File: src/rtl/frame_pkg.sv
// Shared types and default constants for the frame sequencer.
package frame_pkg;
  localparam int SUBFRAME_BITS    = 28;
  localparam int FRAMES_PER_BLOCK = 192;

  typedef enum logic [1:0] {IDLE, HUNT, RUN, FLUSH} seq_state_t;
endpackage

File: src/rtl/sat_counter.sv
// Saturating up-counter with synchronous clear, used for the optional statistics.
// Compiled only when FRAME_SEQUENCER_STATS_EN is defined, so the default build has no counter flops.
`ifdef FRAME_SEQUENCER_STATS_EN
module sat_counter #(
  parameter int W = 8
) (
  input  logic         clk,
  input  logic         clr_i,
  input  logic         inc_i,
  output logic [W-1:0] cnt_o
);
  logic [W-1:0] cnt_q;

  always_ff @(posedge clk) begin
    if (clr_i)                   cnt_q <= '0;
    else if (inc_i && !(&cnt_q)) cnt_q <= cnt_q + 1'b1;
  end

  assign cnt_o = cnt_q;
endmodule
`endif

File: src/rtl/frame_sequencer.sv
// Aligns a subframe/frame/block counter to the received bit stream and gates the dismantler.
// Define FRAME_SEQUENCER_STATS_EN to build the block_count/kill_count statistics.
module frame_sequencer #(
  parameter int SUBFRAME_BITS    = frame_pkg::SUBFRAME_BITS,
  parameter int FRAMES_PER_BLOCK = frame_pkg::FRAMES_PER_BLOCK,
  parameter int LOCK_BLOCKS      = 2
) (
  input  logic        clk,
  input  logic        rst_n,
  input  logic        enable,
  input  logic        bit_valid,
  input  logic        sync,
  input  logic        kill,
  output logic        dm_vin,
  output logic        dm_rst,
  output logic [7:0]  frame_counter,
  output logic        channel,
  output logic        locked,
  output logic        lost_lock,
  output logic [15:0] block_count,
  output logic [7:0]  kill_count
);
  import frame_pkg::seq_state_t;
  import frame_pkg::IDLE;
  import frame_pkg::HUNT;
  import frame_pkg::RUN;
  import frame_pkg::FLUSH;

  localparam int BW = (SUBFRAME_BITS > 1) ? $clog2(SUBFRAME_BITS) : 1;
  localparam int CW = $clog2(LOCK_BLOCKS + 1);

  seq_state_t    state_q;
  logic [BW-1:0] bit_cnt_q;
  logic [7:0]    frame_q;
  logic          chan_q;
  logic          locked_q;
  logic          lost_lock_q;
  logic [CW-1:0] clean_q;
  logic          flush_q;

  logic in_run, at_boundary, kill_evt, misalign, step, sub_end, frm_end, blk_done;

  // Kill outranks everything but enable; an aligned sync is just the first bit of a block.
  assign in_run      = enable && (state_q == RUN);
  assign at_boundary = (bit_cnt_q == '0) && (frame_q == '0) && !chan_q;
  assign kill_evt    = in_run && kill;
  assign misalign    = in_run && !kill && sync && bit_valid && !at_boundary;
  assign step        = in_run && !kill && !misalign && bit_valid;
  assign sub_end     = step && (bit_cnt_q == BW'(SUBFRAME_BITS - 1));
  assign frm_end     = sub_end && chan_q;
  assign blk_done    = frm_end && (frame_q == 8'(FRAMES_PER_BLOCK - 1));

  always_ff @(posedge clk) begin
    lost_lock_q <= 1'b0;
    if (!rst_n) begin
      state_q   <= IDLE;
      bit_cnt_q <= '0;
      frame_q   <= '0;
      chan_q    <= 1'b0;
      locked_q  <= 1'b0;
      clean_q   <= '0;
      flush_q   <= 1'b0;
    end else if (!enable) begin
      state_q   <= IDLE;
      bit_cnt_q <= '0;
      frame_q   <= '0;
      chan_q    <= 1'b0;
      locked_q  <= 1'b0;
      clean_q   <= '0;
    end else begin
      case (state_q)
        IDLE: state_q <= HUNT;
        HUNT: begin
          if (sync && bit_valid) begin
            state_q   <= RUN;
            bit_cnt_q <= BW'(1);
            frame_q   <= '0;
            chan_q    <= 1'b0;
          end
        end
        RUN: begin
          if (kill_evt || misalign) begin
            state_q     <= FLUSH;
            flush_q     <= 1'b0;
            bit_cnt_q   <= '0;
            frame_q     <= '0;
            chan_q      <= 1'b0;
            locked_q    <= 1'b0;
            clean_q     <= '0;
            lost_lock_q <= locked_q;
          end else if (step) begin
            if (sub_end) begin
              bit_cnt_q <= '0;
              chan_q    <= !chan_q;
            end else begin
              bit_cnt_q <= bit_cnt_q + 1'b1;
            end
            if (frm_end) frame_q <= blk_done ? 8'd0 : frame_q + 8'd1;
            if (blk_done) begin
              if (clean_q != CW'(LOCK_BLOCKS)) clean_q <= clean_q + 1'b1;
              if (clean_q >= CW'(LOCK_BLOCKS - 1)) locked_q <= 1'b1;
            end
          end
        end
        FLUSH: begin
          if (flush_q) state_q <= HUNT;
          else         flush_q <= 1'b1;
        end
        default: state_q <= IDLE;
      endcase
    end
  end

  always_comb begin
    dm_vin = 1'b0;
    case (state_q)
      HUNT:    dm_vin = sync && bit_valid;
      RUN:     dm_vin = bit_valid;
      default: dm_vin = 1'b0;
    endcase
  end

  assign dm_rst        = (state_q == IDLE) || (state_q == FLUSH);
  assign frame_counter = frame_q;
  assign channel       = chan_q;
  assign locked        = locked_q;
  assign lost_lock     = lost_lock_q;

`ifdef FRAME_SEQUENCER_STATS_EN
  sat_counter #(.W(16)) u_block_cnt (
    .clk   (clk),
    .clr_i (!rst_n),
    .inc_i (blk_done),
    .cnt_o (block_count)
  );

  sat_counter #(.W(8)) u_kill_cnt (
    .clk   (clk),
    .clr_i (!rst_n),
    .inc_i (kill_evt),
    .cnt_o (kill_count)
  );
`else
  assign block_count = '0;
  assign kill_count  = '0;
`endif
endmodule

File: config.mk
export PLATFORM = sky130hd
export DESIGN_NAME = frame_sequencer
export DESIGN_NICKNAME = d
export VERILOG_FILES = /design/src/rtl/frame_pkg.sv /design/src/rtl/sat_counter.sv /design/src/rtl/frame_sequencer.sv
export SDC_FILE = /design/constraint.sdc
export NUM_CORES = 1
export LEC_CHECK = 0
export CAP_MARGIN = 5
export CORE_MARGIN = 1.5
export CORE_UTILIZATION = 50
export DETAILED_ROUTE_END_ITERATION = 8
export MAX_ROUTING_LAYER = met4
export PLACE_DENSITY = 0.84
export SLEW_MARGIN = 20
export SYNTH_ARGS = -nofsm -noshare
export SYNTH_HDL_FRONTEND = slang
export SYNTH_SLANG_ARGS = --single-unit
File: constraint.sdc
create_clock -name clk -period 2.62 [get_ports clk]
set_input_delay 0.524 -clock clk [delete_from_list [all_inputs] [get_ports clk]]
set_output_delay 0.524 -clock clk [all_outputs]
set_load 0.05 [all_outputs]
### Word-level counts from Yosys, hierarchy flattened

Cells that the tools add are included.

* bits in registers: 21
* logic and storage cells: 93
* output and inout port bits: 37
* bits of input ports: 6

* reductions and logical operators: 38
* equal/unequal tests: 12
* order comparisons: 1
* mux-type cells: 31
* $add $sub $neg: 3

Operators with widths (number)
* 8-bit two-way mux: 5
* 5-bit two-way mux: 4
* 4-bit AND reduction: 5
* 8-bit one-hot mux with 2 select lines: 1
* 1-bit logical AND: 14
* 2-bit two-way mux: 7
* 2-bit nonzero test: 6
* 5-bit one-hot mux with 2 select lines: 1
* 1-bit two-way mux: 9
* 3-bit by 2-bit inequality test with 1-bit output (second input constant): 3
* 3-bit AND reduction: 3
* 8-bit by 1-bit adder with 8-bit output (second input constant): 1
* 8-bit == test (second input constant): 1
* 8-bit zero test: 1
* 2-bit one-hot mux with 4 select lines: 1
* 2-bit inequality test (second input constant): 3
* 1-bit one-hot mux with 2 select lines: 3
* 5-bit by 1-bit adder with 5-bit output (second input constant): 1
* 5-bit == test (second input constant): 1
* 5-bit zero test: 1
* 2-bit == test (second input constant): 2
* 1-bit zero test: 4
* 2-bit by 1-bit adder with 2-bit output (second input constant): 1
* 2-bit by 1-bit == test with 1-bit output (second input constant): 1
* 5 further kinds: 6

### Logic depth before layout (Yosys ltp)

* depth in word-level cells: 17
* gate-level depth with buffers: 9
* gate-level depth less buffers: 8

### Least setup slack after synthesis

Ideal clock, no wire load.

* path kind: register to output
* from: register state_q[0]
* to: output dm_vin
* data arrival time: 2.164 ns
* path slack: -0.068 ns
* cell stages (with the launch flop): 4
* cell sequence: dfxtp_1 -> inv_1 -> ha_1 -> nor3b_1

* longest elaborated chain between the ends: 2
* elaborated cells between the ends (all ways): 3
* those cells by class: eq/ne (2); mux (1)

Ends and longest elaborated chain
* start, declared: RTL line frame_sequencer.sv:32 `seq_state_t state_q;`
* start signal, assigned: RTL line frame_sequencer.sv:56 `state_q <= IDLE;`
* start signal, assigned: RTL line frame_sequencer.sv:64 `state_q <= IDLE;`
* start signal, assigned: RTL line frame_sequencer.sv:72 `IDLE: state_q <= HUNT;`
* 2-bit == test or 2-bit by 1-bit == test with 1-bit output (tied branches): RTL line frame_sequencer.sv:116 `case (state_q)`
* 1-bit one-hot mux with 2 select lines *: RTL line frame_sequencer.sv:116
* end, declared: RTL line frame_sequencer.sv:14 `output logic dm_vin,`

Every way passes the cells marked *; elsewhere a longest branch is shown, timed or not.

### Worst setup path after layout

* from: register state_q[0]
* to: output dm_rst

* longest elaborated chain between the ends: 2
* elaborated cells between the ends (all ways): 3
* those cells by class: eq/ne (1); reduce/logical (2)

Ends and longest elaborated chain
* 2-bit == test or 2-bit zero test (tied branches): RTL line frame_sequencer.sv:123 `assign dm_rst = (state_q == IDLE) || (state_q == FLUSH);`
* 1-bit logical OR *: RTL line frame_sequencer.sv:123
* end, declared: RTL line frame_sequencer.sv:15 `output logic dm_rst,`

Marked as above.

==> results.cfg <==
[grt]
grt_start_max_net_pins = 13
grt.total_usage_pct = 17.6
grt-ovfl-total = 0
grt_first_pass_wirelength_mm = 4.32
antenna_found_initial = 0
grt_pass1_vias = 1004

[die]
die_x_um = 56.4
row_count = 19
start_util_pct = 52.1
pin_count = 43
floorplan.core_area_mm2 = 0.00273
chipHeight_um = 56.4
die-area_mm2 = 0.00318

[layout]
antennaDiodeCount = 0
drive_above_1_share_pct = 9.64
num-nets-final = 213
stdcell_count = 228
fill_cells = 242
mostFrequentLayoutCell = conb_1
area_growth_pct = 13.3
seq_area_um2 = 420
final_cell_mix = conb_1 (24), dfxtp_1 (21), clkdlybuf4s50_1 (17)
multi_input_area_um2 = 868

[timing]
min_period_ps = 2500
fmax_ghz = 0.400
final_max_slew_viol_count = 0
holdWs_ps = 503
setup_viol = 0
skew_ps = 19.8
fin_crit_sh_pct = 95.3
finalSetupTns_ps = 0
worst_pin_slew_ps = 508
slew_headroom_pct = 66.1
rsz0062_at_grt = no
hold_violations = 0

[drt]
drtIter0Drc = 28
wl_mm = 2.61
drt_pass1_iterations = 4
ant_nets = 0
remaining_drc_errors = 0
vias_per_cell = 5.37
vias = 1224
drt-wirelength-per-cell_um = 11.5

[worst_setup_path]
critPathLaunchType = flop
worstSetupEndpointType = primary output
cp_top_family = buffers and inverters
cp_slowest_stage_delay_ps = 840
path_cells = inv_1, ha_1, clkdlybuf4s50_1
path_max_fanout = 5
worstSetupPathType = flop to primary output
slowest_stage = clkdlybuf4s50_1
crit_required_ps = 2100
crit_arrival_ps = 1970
crit_buf_inv = 2

[synth]
yosysSeqAreaShare_pct = 29.5
ys_async_sr_fraction_pct = 0
synth_enable_flop_cells = 0
synth_ff_type = dfxtp_1
yosysWarnings = 0
syn_area_mm2 = 0.00142
yosys.area.top_type = dfxtp_1
synth.top_cells.by_area = dfxtp_1 (30%), buf_4 (13%), ha_1 (7.9%), nand2_1 (4.0%), a21oi_1 (3.5%)
syn_area_per_cell_um2 = 8.18
synthCells = 174
synth_top_area_share_pct = 29.5
ys_ff_latch = 21
ys_types = 45

[power_and_ir_drop]
ir_worst_vdd_v = 0.000357
netSwitchingFraction_pct = 36.6
powerDensity_mw_per_mm2 = 417
p_comb_share_pct = 27.8
p_sw_uw = 246
clkPwrFrac_pct = 23.5
p_int_uw = 427
pwr-share-seq_pct = 48.7
leakagePower_uw = 0.000624

[clock_tree]
post_cts_resized = 0
clk_latency_ps = 320
cts_sinks = 21
cts_inserted_buffers = 3
h-tree-depth = 1
cts_tree = yes
post_cts.repair.setup_buffers = 0
cts_buffer_depth = 2
hold_buffers = 0
clk_root_buffer_cell = clkbuf_4
path_clk_slew_ps = 100

[placement]
place.gp.congestion = 0.817
io_buffers = 18
dp.final_hpwl_mm = 2.08
dp_cells = 224

[status]
outcome = finished, final reports clean

[run]
cap_violations = 0

[min_path]
hp-class = flop to flop
## flip-flops by register name, indices dropped and copies added (netlist names)
signal         cells
bit_cnt_q          5
lost_lock          1
clean_q            2
channel            1
frame_counter      8
flush_q            1
state_q            2
locked             1
## power groups by stage
stage | Clock, uW | Sequential [uW] | Combinational (uW)
3_5_place_dp | 0 | 335 | 185
6_report | 158 | 328 | 187
3_3_place_gp | 0 | 335 | 184
5_1_grt | 179 | 328 | 199
2_1_floorplan | 0 | 334 | 172
4_1_cts | 167 | 328 | 186
## stage by stage
stage          util, %  area (um2)  worst slack [ps]  power, uW
5_1_grt           59.0        1610              70.7        706
4_1_cts           59.0        1610               105        680
3_5_place_dp      58.0        1590               209        520
6_report          59.0        1610               122        673
3_3_place_gp      58.0        1590               253        519
2_1_floorplan        -        1520               412        506
## worst min-delay path: stages (launching register included)
cell and delay, ps:
dfxtp_1 320, o21ai_0 60, a21boi_0 80
## routing by layer
layer  up-vias  global-route usage (%)  part of all wire [%]
li1        621                       -                     -
met1       560                    23.3                    47
met2        39                    27.1                    47
met3         4                    4.84                   5.0
met4         0                    4.08                  0.84
met5         -                       -                     0
## cell usage after synthesis (all sizes together) (3+ instances only)
cell type  count
buf           25
dfxtp         21
nand2         16
a21oi         10
inv           10
nor2          10
ha             9
o21ai          9
nand3          8
nor3           8
nand4          6
and3           4
xor2           4
nor3b          3
## layout make-up
cell class,instances,area share (%)
Inverter,10,2.33
Clock buffer,3,1.40
Multi-Input combinational cell,140,53.8
Tap cell,31,2.40
Clock inverter,1,0.310
Timing Repair Buffer,22,13.7
Sequential cell,21,26.1
## worst paths after layout
check	startpoint	cells past startpoint	to	slack (ps)
setup / recovery	state_q[0]	3	dm_rst	120
hold / removal	flush_q	2	flush_q	500
setup reg to reg	state_q[1]	7	frame_counter[2]	530
hold reg to reg	flush_q	2	flush_q	500
## cell families after synthesis
family	synth area share [%]
simple gates	25.8
buf+inv	15.9
compound gates	16.8
flops	29.5
fa+ha+maj	7.91
xor+xnor	3.08
other cells	0.263
mux	0.703
Power figures use the tool's default switching activity.
